<file path="src/rtl/regfile_scoreboard.sv">
// -----------------------------------------------------------------------------
// regfile_scoreboard
//
// Integer register file with a busy-bit scoreboard. Writeback writes results
// in, decode reads two operands through registered read ports, and decode
// reserves destination registers so that RAW hazards can be flagged.
// x0 is hardwired to zero. All state updates happen on the rising clock edge
// under a synchronous, active-high reset.
//
// Optional feature macro: WB_BYPASS_EN
//   defined   - a same-edge write is forwarded into a matching read port, and
//               the hazard for a register released by that write is masked.
//   undefined - reads return pre-write contents and the hazard uses busy_vec
//               as it stands this cycle.
//
// Ports:
//   clk            in   clock
//   reset          in   synchronous active-high reset
//   wr_enable      in   writeback write strobe
//   wr_addr        in   writeback destination register
//   wr_data        in   writeback data
//   rd_en          in   decode read request
//   rs1_addr       in   read port 1 address
//   rs2_addr       in   read port 2 address
//   rs1_data       out  registered read data, port 1
//   rs2_data       out  registered read data, port 2
//   rd_data_valid  out  rs1_data/rs2_data valid this cycle
//   reserve_en     in   decode reserves reserve_addr as busy
//   reserve_addr   in   register being reserved
//   flush          in   clear all busy bits
//   hazard         out  combinational RAW hazard on rs1/rs2
//   busy_vec       out  busy bits, bit i = xi
// -----------------------------------------------------------------------------

`ifndef REG_ADDR_SIZE
`define REG_ADDR_SIZE 4
`endif
`ifndef REG_DATA_SIZE
`define REG_DATA_SIZE 31
`endif

module regfile_scoreboard #(
  parameter int                    NUM_REGS    = 32,
  parameter logic [`REG_DATA_SIZE:0] RESET_VALUE = {(`REG_DATA_SIZE+1){1'b0}}
) (
  input  logic                      clk,
  input  logic                      reset,
  input  logic                      wr_enable,
  input  logic [`REG_ADDR_SIZE:0]   wr_addr,
  input  logic [`REG_DATA_SIZE:0]   wr_data,
  input  logic                      rd_en,
  input  logic [`REG_ADDR_SIZE:0]   rs1_addr,
  input  logic [`REG_ADDR_SIZE:0]   rs2_addr,
  output logic [`REG_DATA_SIZE:0]   rs1_data,
  output logic [`REG_DATA_SIZE:0]   rs2_data,
  output logic                      rd_data_valid,
  input  logic                      reserve_en,
  input  logic [`REG_ADDR_SIZE:0]   reserve_addr,
  input  logic                      flush,
  output logic                      hazard,
  output logic [NUM_REGS-1:0]       busy_vec
);

  localparam int AW = `REG_ADDR_SIZE + 1;
  localparam int DW = `REG_DATA_SIZE + 1;

`ifdef WB_BYPASS_EN
  localparam bit BYPASS = 1'b1;
`else
  localparam bit BYPASS = 1'b0;
`endif

  // True for an address naming a real, writable register (x1..x(NUM_REGS-1)).
  function automatic logic addr_ok(input logic [AW-1:0] a);
    return (int'(a) < NUM_REGS) && (a != {AW{1'b0}});
  endfunction

  logic [DW-1:0]       regs_q [NUM_REGS];
  logic [NUM_REGS-1:0] busy_q, busy_d;
  logic [DW-1:0]       rs1_q, rs1_d, rs2_q, rs2_d;
  logic                valid_q, valid_d;

  logic                wr_hit_s;
  logic                byp1_s, byp2_s;
  logic                rs1_busy_s, rs2_busy_s;

  assign wr_hit_s = wr_enable && addr_ok(wr_addr);
  // Forwarding only exists with the bypass build; otherwise these stay low.
  assign byp1_s   = BYPASS && wr_hit_s && (wr_addr == rs1_addr);
  assign byp2_s   = BYPASS && wr_hit_s && (wr_addr == rs2_addr);

  // Read-port next state: load on rd_en, otherwise hold the last data.
  always_comb begin
    rs1_d   = rs1_q;
    rs2_d   = rs2_q;
    valid_d = rd_en;
    if (rd_en) begin
      if (!addr_ok(rs1_addr)) begin
        rs1_d = {DW{1'b0}};
      end else if (byp1_s) begin
        rs1_d = wr_data;
      end else begin
        rs1_d = regs_q[rs1_addr];
      end
      if (!addr_ok(rs2_addr)) begin
        rs2_d = {DW{1'b0}};
      end else if (byp2_s) begin
        rs2_d = wr_data;
      end else begin
        rs2_d = regs_q[rs2_addr];
      end
    end else begin
      rs1_d = rs1_q;
      rs2_d = rs2_q;
    end
  end

  // Scoreboard next state: clear (flush or write release), then reserve,
  // so a same-cycle reserve always wins over any clear.
  always_comb begin
    busy_d = busy_q;
    if (flush) begin
      busy_d = {NUM_REGS{1'b0}};
    end else if (wr_hit_s) begin
      busy_d[wr_addr] = 1'b0;
    end else begin
      busy_d = busy_q;
    end
    if (reserve_en && addr_ok(reserve_addr)) begin
      busy_d[reserve_addr] = 1'b1;
    end else begin
      busy_d = busy_d;
    end
    busy_d[0] = 1'b0;
  end

  // Hazard per port; a register being released this cycle is not a hazard
  // when its value is forwarded.
  always_comb begin
    rs1_busy_s = addr_ok(rs1_addr) && busy_q[rs1_addr] && !byp1_s;
    rs2_busy_s = addr_ok(rs2_addr) && busy_q[rs2_addr] && !byp2_s;
  end

  assign hazard = rd_en && (rs1_busy_s || rs2_busy_s);

  // Register array storage; entry 0 is never written and never read.
  always_ff @(posedge clk) begin
    if (reset) begin
      for (int i = 0; i < NUM_REGS; i++) begin
        if (i == 0) begin
          regs_q[i] <= {DW{1'b0}};
        end else begin
          regs_q[i] <= RESET_VALUE;
        end
      end
    end else if (wr_hit_s) begin
      regs_q[wr_addr] <= wr_data;
    end
  end

  // Read-port and scoreboard state registers.
  always_ff @(posedge clk) begin
    if (reset) begin
      rs1_q   <= {DW{1'b0}};
      rs2_q   <= {DW{1'b0}};
      valid_q <= 1'b0;
      busy_q  <= {NUM_REGS{1'b0}};
    end else begin
      rs1_q   <= rs1_d;
      rs2_q   <= rs2_d;
      valid_q <= valid_d;
      busy_q  <= busy_d;
    end
  end

  assign rs1_data      = rs1_q;
  assign rs2_data      = rs2_q;
  assign rd_data_valid = valid_q;
  assign busy_vec      = busy_q;

endmodule
</file>
<file path="config.mk">
export PLATFORM = sky130hd
export DESIGN_NAME = regfile_scoreboard
export DESIGN_NICKNAME = d
export VERILOG_FILES = /design/src/rtl/regfile_scoreboard.sv
export SDC_FILE = /design/constraint.sdc
export NUM_CORES = 2
export LEC_CHECK = 0
export CAP_MARGIN = 15
export CELL_PAD_IN_SITES_DETAIL_PLACEMENT = 1
export CELL_PAD_IN_SITES_GLOBAL_PLACEMENT = 1
export CORE_AREA = 2 2 354 356
export DETAILED_ROUTE_END_ITERATION = 8
export DIE_AREA = 0 0 356 358
export GPL_TIMING_DRIVEN = 0
export PLACE_DENSITY_LB_ADDON = 0.08
export SLEW_MARGIN = 0
export SYNTH_ARGS = -nofsm -noshare
export SYNTH_HDL_FRONTEND = slang
export SYNTH_SLANG_ARGS = --single-unit
</file>
<file path="constraint.sdc">
create_clock -name clk -period 3.32 [get_ports clk]
set_clock_uncertainty 0.05 [all_clocks]
set_input_delay 0.664 -clock clk [delete_from_list [all_inputs] [get_ports clk]]
set_output_delay 0.664 -clock clk [all_outputs]
set_load 0.01 [all_outputs]
</file>
Yosys cells after proc, flatten, opt, wreduce, memory -nomap -nowiden:

Memories as Yosys holds them, arrays and structs flattened.
Index checks and enable logic that the tools add are counted.

* reductions and logical operators: 13
* bitwise operators: 3
* order comparisons: 6
* muxes and demuxes: 21

Operators with widths (count)
* $mux 32: 6
* $and 32x32->32: 1
* $not 32->32: 1
* $or 32x32->32: 1
* $reduce_or 32->1: 1
* $lt 5x6->1 const B: 4
* $reduce_bool 5->1: 4
* $bmux 1 s5: 2
* $demux 1 s5: 2
* $ge 5x1->1 const B: 2
* $mux 1: 10
* $logic_and 1x1->1: 7
* $mux 5: 1
* $logic_or 1x1->1: 1

* bits of input ports: 58
* logic and storage cells: 49
* memories kept: 1
* register bits: 97
* bits in writable memories: 1024

Memories
* regs_q: words 32, bits a word 32, read ports 2, clocked after memory_dff 0, wr ports 32, RTL line 78 `logic [DW-1:0] regs_q [NUM_REGS];`

Depth between registers and ports, before layout:

* depth in word-level cells: 10
* gate-level depth with buffers: 11

Least setup slack after synthesis:

OpenSTA, ideal clock, no wires.

* kind: input to register
* start: in wr_addr[4]
* end: mem regs_q[20][0] (netlist bit), enable pin
* buffers on the path: 2
* cell stages on the path: 4
* setup slack: 0.043 ns
* setup time: 0.428 ns
* data required time: 2.842 ns
* arrival time: 2.799 ns
* cells stage by stage: clkbuf_1 -> nand3b_1 -> clkbuf_1 -> o21bai_1

RTL lines
* start, declared: RTL line 49 `` input logic [`REG_ADDR_SIZE:0] wr_addr, ``
* end, declared: RTL line 78

==> flow_summary.toml <==
[die]
floorplan.rows = 129
die_height_um = 358
die_area_um2 = 127000
fp.coreArea_um2 = 123000
initial_utilization_pct = 47.7
die_w_um = 356
io_pins = 156

[sta]
fmax_ghz = 0.274
period_needed_ns = 3.65
slew_headroom_pct = 7.53
rsz0062_at_grt = "true"
period_share_pct = 110
setup_viol = 67
drv_slew = 0
worstMarginPinSlew_ns = 1.39
hold_viol = 0
setup_tns_ns = -3.53
fin_ws_ns = -0.332

[clocking]
h-tree-depth = 4
cts_num_sinks = 1120
numCtsBuffers = 134
clk_latency_ns = 0.78
cts_buffer_depth = 3
hold_buffers = 0
cts_tree = "yes"
cts.clk_slew.worst_paths_ns = 0.06
root_buffer = "clkbuf_16"

[yosys]
synth_warnings = 0
synth_area_leaders = "edfxtp_1, mux4_2, and2_1"
netlist_area_um2 = 58900
synth.top_cell.area_share_pct = 52.2
ys_ff_latch = 1120
yosysSeqAreaShare_pct = 55.5
async_flop_share_pct = 0
yosys.area.top_type = "edfxtp_1"
syn_area_per_cell_um2 = 14.1
ys_top_cells_by_count = "edfxtp_1, and2_1, mux4_2"
ys.flop_type = "edfxtp_1"
ys_types = 64
synth_edf_count = 1024
yosysMostFrequentCell = "edfxtp_1"
synthCells = 4176

[routing]
wl_per_cell_um = 43.4
first_pass_iters = 6
ant_nets = 0
drcViolationCount = 0
drt-initial-drc-count = 7131
vias_per_cell = 6.93
vias = 43622
wl_um = 274000

[placed_design]
io_buffers = 147
place_area_um2 = 63700
dp_hpwl_um = 197000
gp_congestion = 0.994

[global_routing]
grt.busiest_layer = "met2"
use_met1_pct = 52.6
grtUsageTotal_pct = 42.7
grt_util_met2_pct = 62.6
met3_usage_pct = 13.3
grt_pass1_wl_um = 362000
antenna_found_initial = 17
overflow = 0
first_global_vias = 43536
grt_max_degree = 33

[power]
powerDensity_nw_per_um2 = 536
p_switching_mw = 9.88
leakagePower_nw = 24.5
ir_worst_vdd_mv = 0.566
seqPwrFrac_pct = 45.6
swShare_pct = 26.9
power_frac_comb_pct = 13.7
p_int_mw = 26.9
pwr-share-clk_pct = 40.8

[finish]
multi_input_area_um2 = 24400
register_area_um2 = 32700
layout.nets = 4607
nFillCells = 12001
areaGrowthSynthToFinish_pct = 16.5
fin_area_um2 = 68600
drive_gt1_share_pct = 18.3

[critical_path]
arrival_ns = 4.31
start_kind = "input pin"
worst-setup-path-type = "input pin to flip-flop"
cp.required_ns = 3.98
reg2reg_slack_ns = 1.03
startpoint = "rd_en"
end_kind = "flip-flop"
crit_fanout = 10
rr_startpoint = "regs_q[22][21]$_SDFFCE_PN0P_"

[worst_hold_path]
holdCritPathClass = "flip-flop to flip-flop"
hold_start = "rs1_data[21]$_SDFFE_PP0P_"

[outcome]
violations = "setup timing"
status = "finished with violations"

[flow_run]
max_cap_viol_count = 0
-- sequential cells by signal, indices dropped and copies added, names as in the netlist --
signal and flops:
regs_q 1024, rs1_data 32, rs2_data 32, busy_vec 31, rd_data_valid 1
-- cell usage in the layout (no fill, tap or decap), types with 35 or more instances in the layout --
| master | netlist | routed |
|---|---|---|
| o21ai_0 | 67 | 67 |
| buf_12 | 5 | 43 |
| o22ai_1 | 35 | 35 |
| o221ai_1 | 64 | 64 |
| a21oi_1 | 110 | 110 |
| dfxtp_1 | 96 | 95 |
| nand2_1 | 110 | 110 |
| mux4_2 | 388 | 388 |
| edfxtp_1 | 1024 | 1024 |
| mux2i_1 | 368 | 368 |
| and2_1 | 994 | 994 |
| clkbuf_1 | 290 | 304 |
| nor2_1 | 121 | 110 |
| buf_2 | 70 | 60 |
| clkbuf_16 | 0 | 143 |
| clkdlybuf4s50_1 | 0 | 142 |
| buf_4 | 37 | 38 |
-- critical path, stage by stage --
cell and delay (ns):
clkdlybuf4s50_1 0.74, o311ai_1 0.33, nor2_1 1.00, buf_2 0.82, nand3_1 0.55, nand3_1 0.19
-- path summary, 6_finish.rpt --
kind / end / cells after the start
worst max-delay path: rs1_data[7]$_SDFFE_PP0P_ / 6
worst min-delay path: rs1_data[21]$_SDFFE_PP0P_ / 1
worst max register to register: rs1_data[21]$_SDFFE_PP0P_ / 6
worst min register to register: rs1_data[21]$_SDFFE_PP0P_ / 1
-- timing repair --
item                                    CTS  global route
gates resized for setup                 112            24
buffers inserted                          6             8
pin swaps                                 2             3
endpoints found under the setup margin  104           240
-- cell type report --
cell class | instances | area share [%]
Buffer | 429 | 3.62
Tap cell | 1637 | 2.99
Multi-Input combinational cell | 2647 | 35.6
Sequential cell | 1120 | 47.6
Clock buffer | 182 | 5.52
Inverter | 6 | 0.0401
Antenna cell | 6 | 0.0219
Timing Repair Buffer | 211 | 3.78
Clock inverter | 60 | 0.810
-- power groups by stage --
stage / Combinational [mW] / Sequential [mW] / Clock, mW
finish: 5.02 / 16.7 / 15.0
global route: 5.01 / 16.8 / 15.4
CTS: 4.81 / 16.7 / 14.9
detailed placement: 4.75 / 17.0 / 0
global placement: 4.54 / 17.0 / 0
floorplan: 2.45 / 16.8 / 0
-- logic make-up (layout without fill, tap and decap cells) --
group	after synthesis	count (layout)	share of synthesized area, %
and+or+nand+nor	1336	1336	13.2
muxes	763	763	21.3
buffers and inverters	441	888	3.74
DFF	1120	1120	55.5
AOI/OAI and AO/OA	515	515	6.27
other	1	39	0.00637
-- per-stage QoR --
stage	power [mW]	setup WS, ns	hold WS (ns)	instances	util, %
final	36.7	-0.332	0.409	6298	55.6
after global routing	37.2	-0.156	0.438	6292	55.6
after CTS	36.4	-0.0865	0.414	6281	55.4
after detailed placement	21.7	-2.48	0.401	6038	51.6
after global placement	21.5	-3.48	0.386	5992	50.7
after floorplan	19.2	0.0431	0.442	4208	-
-- layer usage --
layer,vias up,part of all wire [%],wire (um)
li1,16679,-,-
met1,22604,35,95700
met2,3461,43,118000
met3,868,13,34900
met4,10,9.2,25200
met5,-,0.025,69
(Power assumes the default switching activity.)
